--- src/rtl/m_sequence_gen.sv ---
// Fibonacci LFSR m-sequence generator with seed load, all-zero recovery, period marker and
// optional self-synchronising loopback checker (built when MSEQ_CHECKER_EN is defined).
//   state | meaning
//   HUNT  | filling history with WIDTH received bits, chk_sync=0
//   LOCK  | predicting each received bit from history, chk_sync=1
module m_sequence_gen #(
  parameter int              WIDTH    = 7,
  parameter logic [WIDTH-1:0] TAPS    = 'h44,
  parameter logic [WIDTH-1:0] SEED    = '1,
  parameter int              LOSS_THR = 4
) (
  input  logic             clk,
  input  logic             rst,
  input  logic             ena,
  input  logic             seed_load,
  input  logic [WIDTH-1:0] seed_in,
  output logic             data_out,
  output logic             data_valid,
  output logic             load,
  output logic             frame_start,
  output logic             lockup,
  output logic [WIDTH-1:0] state_out,
  input  logic             chk_in,
  input  logic             chk_valid,
  output logic             chk_sync,
  output logic             chk_err,
  output logic [15:0]      err_cnt
);

  localparam logic [WIDTH-1:0] CNT_LAST = ~(WIDTH'(1));

  logic [WIDTH-1:0] state_q;
  logic [WIDTH-1:0] bit_cnt_q;
  logic             primed_q;
  logic             fb;

  assign fb        = ^(state_q & TAPS);
  assign state_out = state_q;

  // primed_q marks that one advance has happened since reset/seed, so a pause on ena
  // resumes emission on the first enabled cycle without dropping a bit.
  always_ff @(posedge clk) begin
    if (rst) begin
      state_q     <= SEED;
      bit_cnt_q   <= '0;
      primed_q    <= 1'b0;
      data_out    <= 1'b0;
      data_valid  <= 1'b0;
      load        <= 1'b0;
      frame_start <= 1'b0;
      lockup      <= 1'b0;
    end else if (seed_load) begin
      state_q     <= (seed_in == '0) ? SEED : seed_in;
      lockup      <= (seed_in == '0);
      bit_cnt_q   <= '0;
      primed_q    <= 1'b0;
      data_valid  <= 1'b0;
      load        <= 1'b0;
      frame_start <= 1'b0;
    end else if (ena) begin
      load <= 1'b1;
      if (state_q == '0) begin
        state_q     <= SEED;
        lockup      <= 1'b1;
        bit_cnt_q   <= '0;
        data_valid  <= 1'b0;
        frame_start <= 1'b0;
      end else begin
        state_q  <= {state_q[WIDTH-2:0], fb};
        lockup   <= 1'b0;
        primed_q <= 1'b1;
        if (primed_q) begin
          data_out    <= state_q[WIDTH-1];
          data_valid  <= 1'b1;
          frame_start <= (bit_cnt_q == '0);
          bit_cnt_q   <= (bit_cnt_q == CNT_LAST) ? '0 : bit_cnt_q + WIDTH'(1);
        end else begin
          data_valid  <= 1'b0;
          frame_start <= 1'b0;
        end
      end
    end else begin
      load        <= 1'b0;
      data_valid  <= 1'b0;
      frame_start <= 1'b0;
      lockup      <= 1'b0;
    end
  end

`ifdef MSEQ_CHECKER_EN
  typedef enum logic {HUNT, LOCK} chk_state_t;

  chk_state_t       cst_q, cst_d;
  logic [WIDTH-1:0] hist_q, hist_d;
  logic [4:0]       fill_q, fill_d;
  logic [3:0]       win_q, win_d;
  logic [4:0]       mis_q, mis_d;
  logic [15:0]      err_cnt_q, err_cnt_d;
  logic             chk_err_q, err_d;
  logic             pred, miss;

  assign pred = ^(hist_q & TAPS);

  always_ff @(posedge clk) begin
    if (rst) begin
      cst_q     <= HUNT;
      hist_q    <= '0;
      fill_q    <= '0;
      win_q     <= '0;
      mis_q     <= '0;
      err_cnt_q <= '0;
      chk_err_q <= 1'b0;
    end else begin
      cst_q     <= cst_d;
      hist_q    <= hist_d;
      fill_q    <= fill_d;
      win_q     <= win_d;
      mis_q     <= mis_d;
      err_cnt_q <= err_cnt_d;
      chk_err_q <= err_d;
    end
  end

  always_comb begin
    cst_d     = cst_q;
    hist_d    = hist_q;
    fill_d    = fill_q;
    win_d     = win_q;
    mis_d     = mis_q;
    err_cnt_d = err_cnt_q;
    err_d     = 1'b0;
    miss      = 1'b0;
    if (chk_valid) begin
      hist_d = {hist_q[WIDTH-2:0], chk_in};
      case (cst_q)
        HUNT: begin
          if (fill_q == 5'(WIDTH - 1)) begin
            cst_d  = LOCK;
            fill_d = '0;
            win_d  = '0;
            mis_d  = '0;
          end else begin
            fill_d = fill_q + 5'd1;
          end
        end
        LOCK: begin
          miss = chk_in ^ pred;
          if (miss) begin
            err_d = 1'b1;
            if (err_cnt_q != 16'hFFFF) err_cnt_d = err_cnt_q + 16'd1;
          end
          // The mismatch that reaches the threshold ends the window and drops sync.
          if (miss && ((mis_q + 5'd1) >= 5'(LOSS_THR))) begin
            cst_d  = HUNT;
            fill_d = '0;
            win_d  = '0;
            mis_d  = '0;
          end else if (win_q == 4'd15) begin
            win_d = '0;
            mis_d = '0;
          end else begin
            win_d = win_q + 4'd1;
            mis_d = mis_q + {4'd0, miss};
          end
        end
      endcase
    end
  end

  assign chk_sync = (cst_q == LOCK);
  assign chk_err  = chk_err_q;
  assign err_cnt  = err_cnt_q;
`else
  logic unused_chk;
  localparam logic unused_thr = (LOSS_THR > 0);
  assign unused_chk = chk_in ^ chk_valid ^ unused_thr;
  assign chk_sync   = 1'b0;
  assign chk_err    = 1'b0;
  assign err_cnt    = 16'd0;
`endif

endmodule

--- config.mk ---
export PLATFORM = sky130hd
export DESIGN_NAME = m_sequence_gen
export DESIGN_NICKNAME = d
export VERILOG_FILES = /design/src/rtl/m_sequence_gen.sv
export SDC_FILE = /design/constraint.sdc
export NUM_CORES = 1
export LEC_CHECK = 0
export ABC_AREA = 1
export CAP_MARGIN = 30
export CORE_MARGIN = 2
export CORE_UTILIZATION = 45
export DETAILED_ROUTE_END_ITERATION = 16
export PLACE_DENSITY = 0.79
export RECOVER_POWER = 100
export SETUP_SLACK_MARGIN = 0.5
export SLEW_MARGIN = 40
export SYNTH_ARGS = -nofsm -noshare
export SYNTH_HDL_FRONTEND = slang
export SYNTH_SLANG_ARGS = --single-unit
--- constraint.sdc ---
create_clock -name clk -period 1.47 [get_ports clk]
set_input_delay 0.2205 -clock clk [delete_from_list [all_inputs] [get_ports clk]]
set_output_delay 0.2205 -clock clk [all_outputs]
set_load 0.02 [all_outputs]
# After elaboration in Yosys (flattened, before gate mapping)
# Cells that the tools add are included.
# W data, S select, Z words.
# classes
bitwise_logic,4
mux,12
n_reduce_logical,12
n_addsub,1
eq_ne,1
# ops
operator,count
$mux W7,7
$logic_not A7 Y1,3
$add A7 B1 Y7 const B,1
$eq A7 B7 Y1 const B,1
$reduce_xor A7 Y1,1
$mux W1,5
$reduce_or A5 Y1,1
$not A1 Y1,4
$reduce_and A2 Y1,2
$reduce_and A4 Y1,1
$reduce_bool A2 Y1,2
$reduce_or A4 Y1,1
$reduce_or A2 Y1,1
# word_totals
elab_cells,38
inputBits,13
regBits,20

# Longest topological paths before layout
# logic_depth
depth_word,4
ltp_mapped,9

# Least setup slack after synthesis
# OpenSTA, ideal clock, no wires.
# synth_timing
path_type,register -> register
start,reg bit_cnt_q[0]
end,reg bit_cnt_q[2]
arrival_time_ns,1.122
path_slack_ns,0.282
stages_incl_launch_ff,10
n_path_buf,0
setup_ns,0.066
path_cell_list,dfxtp_1 -> inv_1 -> ha_1 -> nand2_1 -> inv_1 -> nand2_2 -> nand2_1 -> nor2_1 -> nand2_1 -> a21oi_2
# synth_via
elab_chain_cells,4
elab_cells_between_ends,5
classes_between,add/sub (1); eq/ne (1); mux (3)
# synth_rtl
element,line_no,rtl
from (decl),33,logic [WIDTH-1:0] bit_cnt_q;
from (signal assigned),76,bit_cnt_q <= (bit_cnt_q == CNT_LAST) ? '0 : bit_cnt_q + WIDTH'(1);
$add A7 B1 Y7 / $eq A7 B7 Y1 (equally long branches),76,
$mux W7 (*),76,
$mux W7 (*),72,if (primed_q) begin
$mux W7 (*),62,if (state_q == '0) begin
# Mark *: on every way between the ends. The rest lies on a longest branch, timed or not. The select of a mux whose other input is x is not followed.
# A chain may end at the register's enable or synchronous reset.

# Worst setup path after layout
# layout_timing
start,reg state_q[0] (netlist: state_out[0])
end,reg bit_cnt_q[4]
# layout_via
elab_chain_cells,3
elab_cells_between_ends,4
classes_between,mux (1); reduce/logical (3)
# layout_rtl
element,line_no,rtl
from (decl),32,logic [WIDTH-1:0] state_q;
from (signal assigned),53,state_q <= (seed_in == '0) ? SEED : seed_in;
from (signal assigned),69,"state_q <= {state_q[WIDTH-2:0], fb};"
$logic_not A7 Y1 (*),62,
$reduce_bool A2 Y1 (no source line),--,
$reduce_and A2 Y1 (no source line),--,
# Mark *: on every way between the ends. The rest lies on a longest branch, timed or not.

==> run_results.csv <==
group,metric,value,unit
status,status,"completed",
place,pre_cts_ws,-0.110,ns
timing,setup_viol,0,
final_layout,area_delta_synth_final,42.1,%
final_layout,drive_gt1_share,37.9,%
grt,gr-usage-all-layers,20.5,%
routing,drc_errors,0,
routing,via_count,1267,
worst_setup_path,path_depth,8,
worst_setup_path,timing.rr.start,"state_out[0]$_SDFFE_PP1P_",
worst_setup_path,reg2reg_to,"bit_cnt_q[4]$_SDFFE_PP0P_",
routing,wl,3170,um
worst_setup_path,path_max_fanout,5,
place,dp_cells,240,
yosys,synth_area_leaders,"dfxtp_1 31%, buf_4 12%, nand2_1 10%, nor2_1 7.1%, a21oi_1 6.7%",
clock_tree,cts_hold_buffers,0,
yosys,synth_edf_count,0,
yosys,yosysTopAreaCell,"dfxtp_1",
yosys,synth.most_common_cell,"nand2_1",
final_layout,fin_cells,258,
grt,grt_pass1_wl,5090,um
floorplan,die_w,57.2,um
yosys,syn_area_per_cell,6.92,sq um
worst_hold_path,whs_endpoint,"load$_SDFF_PP0_",
clock_tree,cts_tree,"done",
timing,hold_violations,0,
worst_hold_path,holdPathStages,3,
flow_run,cap_violations,0,
routing,postRouteAntennaNets,0,
power,totalPowerFinal,1300,uW
grt,grt_pass1_vias,1124,
yosys,ys_async_sr_fraction,0,%
routing,drt_iter0_drc,84,
worst_setup_path,path_cells,"inv_2, nand2_1, nor2_4, nand2_4, nand2_1, nand2_1, nand2_1, a21oi_2",
yosys,yosysWarnings,0,
worst_setup_path,cp_top_family,"simple AND/OR/NAND/NOR gates",
clock_tree,cts_sinks,20,
floorplan,start_util,46.6,%
floorplan,core,0.00273,sq mm
final_layout,antennaDiodeCount,0,
clock_tree,insertion_delay,0.32,ns
timing,slew_violations,0,
timing,fmax,795,MHz
worst_setup_path,cp_slowest_cell,"dfxtp_1",
routing,first_pass_iters,4,
routing,post_drt_wl_per_cell,12.3,um
floorplan,io-pin-count,43,
worst_setup_path,cp.required,1.73,ns
place,numPortBuffers,22,
worst_setup_path,rrSetupSlack,0.21,ns
worst_setup_path,end_kind,"register",
power,p_leak,0.000857,uW
final_layout,nFillCells,238,
yosys,ys_types,24,
clock_tree,cts.clk_slew.worst_paths,0.13,ns
timing,whs,0.409,ns
place,dp_hpwl,1980,um
timing,min_period,1.26,ns
yosys,synthTopCellsByCount,"34 x nand2_1, 24 x nor2_1, 20 x buf_4, 20 x dfxtp_1, 18 x inv_1",
place,gp_congestion,0.827,
floorplan,num_rows,19,
worst_hold_path,hold_start,"ena",
final_layout,nNetsFinal,244,
yosys,mappedNetlistArea,0.00127,sq mm
worst_setup_path,rr_worst_depth,8,
timing,post-route-period-util,85.5,%
power,power_density,716,mW/mm^2
final_layout,post-route-util,66.2,%
clock_tree,cts_made_buffers,3,
yosys,synth_top_area_share,31.4,%
yosys,synth_seq_area_share,31.4,%
grt,antenna_found_initial,0,
clock_tree,clockBufferDepth,2,
floorplan,die-area,0.00327,sq mm
worst_setup_path,cp_num_buf_inv,1,
yosys,ys_ff_latch,20,
worst_setup_path,arrival,1.52,ns
clock_tree,cts_root_buf,"clkbuf_4",
worst_setup_path,worstSetupPathType,"register to register",
routing,vias_per_cell,4.91,
worst_setup_path,startpoint_type,"register",
grt,grt_max_degree,13,
timing,rsz0062_at_grt,"yes",
yosys,syn_inst,184,
yosys,ys.flop_type,"dfxtp_1",
floorplan,die_height,57.2,um
worst_hold_path,hp-class,"input port to register",
worst_setup_path,crit_top_cell,"nand2_1",
worst_setup_path,cpPeakStageDelay,0.44,ns
clock_tree,cts_max_level,1,
timing,fin_ws,0.213,ns
power,peakVddDrop,0.626,mV
grt,overflow,0,
timing,skew,0.0118,ns
tightest hold or removal path: stages:
cell and delay (ns):
dlygate4sd2_1 0.33, inv_1 0.09, nor2_1 0.06
cells by family (layout without fill, tap and decap cells):
family | count (synthesis) | after routing | share of synthesized area [%]
flip-flops | 20 | 20 | 31.4
XOR/XNOR | 3 | 3 | 2.06
other | 1 | 18 | 0.294
AND/OR/NAND/NOR | 87 | 89 | 33.1
adder cells (fa/ha/maj) | 3 | 3 | 2.95
buffers and inverters | 42 | 66 | 18.9
AO/OA/AOI/OAI | 28 | 28 | 11.3
repair_timing:
action                                  4_1_cts  5_1_grt
endpoints found under the setup margin       32       31
buffers inserted                              8        4
hold endpoints to repair                      0        0
gates resized for setup                     106       18
pin swaps                                    16        7
cloned                                        2        0
area by class of cell:
type	instances	area [sq um]	area share, %
Clock buffer	4	47.5	2.63
Multi-Input combinational cell	141	845	46.6
Inverter	21	81.3	4.49
Tap cell	31	38.8	2.14
Timing Repair Buffer	41	387	21.4
Sequential cell	20	412	22.7
metal layers:
| layer | vias up | wire length, um | global-route usage (%) |
|---|---|---|---|
| li1 | 632 | - | - |
| met1 | 575 | 1260 | 24.1 |
| met2 | 51 | 1660 | 35.5 |
| met3 | 9 | 189 | 5.44 |
| met4 | 0 | 61 | 7.97 |
| met5 | - | 0 | 0 |
where the power goes:
part,switching [uW],total (uW),internal (uW)
clock,193,401,208
sequential,28.2,589,561
combinational,173,307,134
metrics by stage:
stage | setup TNS (ns) | instance area (sq um)
after global routing | 0 | 1810
after detailed placement | -0.697 | 1550
final | 0 | 1810
after global placement | -0.457 | 1550
after floorplan | 0 | 1400
after CTS | 0 | 1780
cell usage in the layout, fill, tap and decap left out, drive strengths merged:
cell	instances
dlygate4sd3	1
dfxtp	20
ha	3
nor3	3
a21oi	18
nor2	29
clkdlybuf4s50	4
and3	1
nand4	2
nand3	11
o21ai	10
dlygate4sd2	5
nand2	43
buf	31
inv	21
clkbuf	4
conb	18
xor2	3
sequential cells by signal, indices dropped and copies added, names as in the netlist:
name	cells
bit_cnt_q	7
data_out	1
data_valid	1
frame_start	1
load	1
lockup	1
primed_q	1
state_out	7
worst max path at each step:
| stage | from | end | slack, ns |
|---|---|---|---|
| after floorplan | bit_cnt_q[0]$_SDFFE_PP0P_ | bit_cnt_q[4]$_SDFFE_PP0P_ | 0.37 |
| after global placement | seed_in[5] | state_out[5]$_SDFFE_PP1P_ | -0.07 |
| after detailed placement | seed_in[5] | state_out[1]$_SDFFE_PP1P_ | -0.11 |
| after CTS | bit_cnt_q[0]$_SDFFE_PP0P_ | bit_cnt_q[4]$_SDFFE_PP0P_ | 0.28 |
| after global routing | state_out[0]$_SDFFE_PP1P_ | bit_cnt_q[4]$_SDFFE_PP0P_ | 0.11 |
| final | state_out[0]$_SDFFE_PP1P_ | bit_cnt_q[4]$_SDFFE_PP0P_ | 0.21 |
Note: power is estimated with default switching activity, not from simulation.
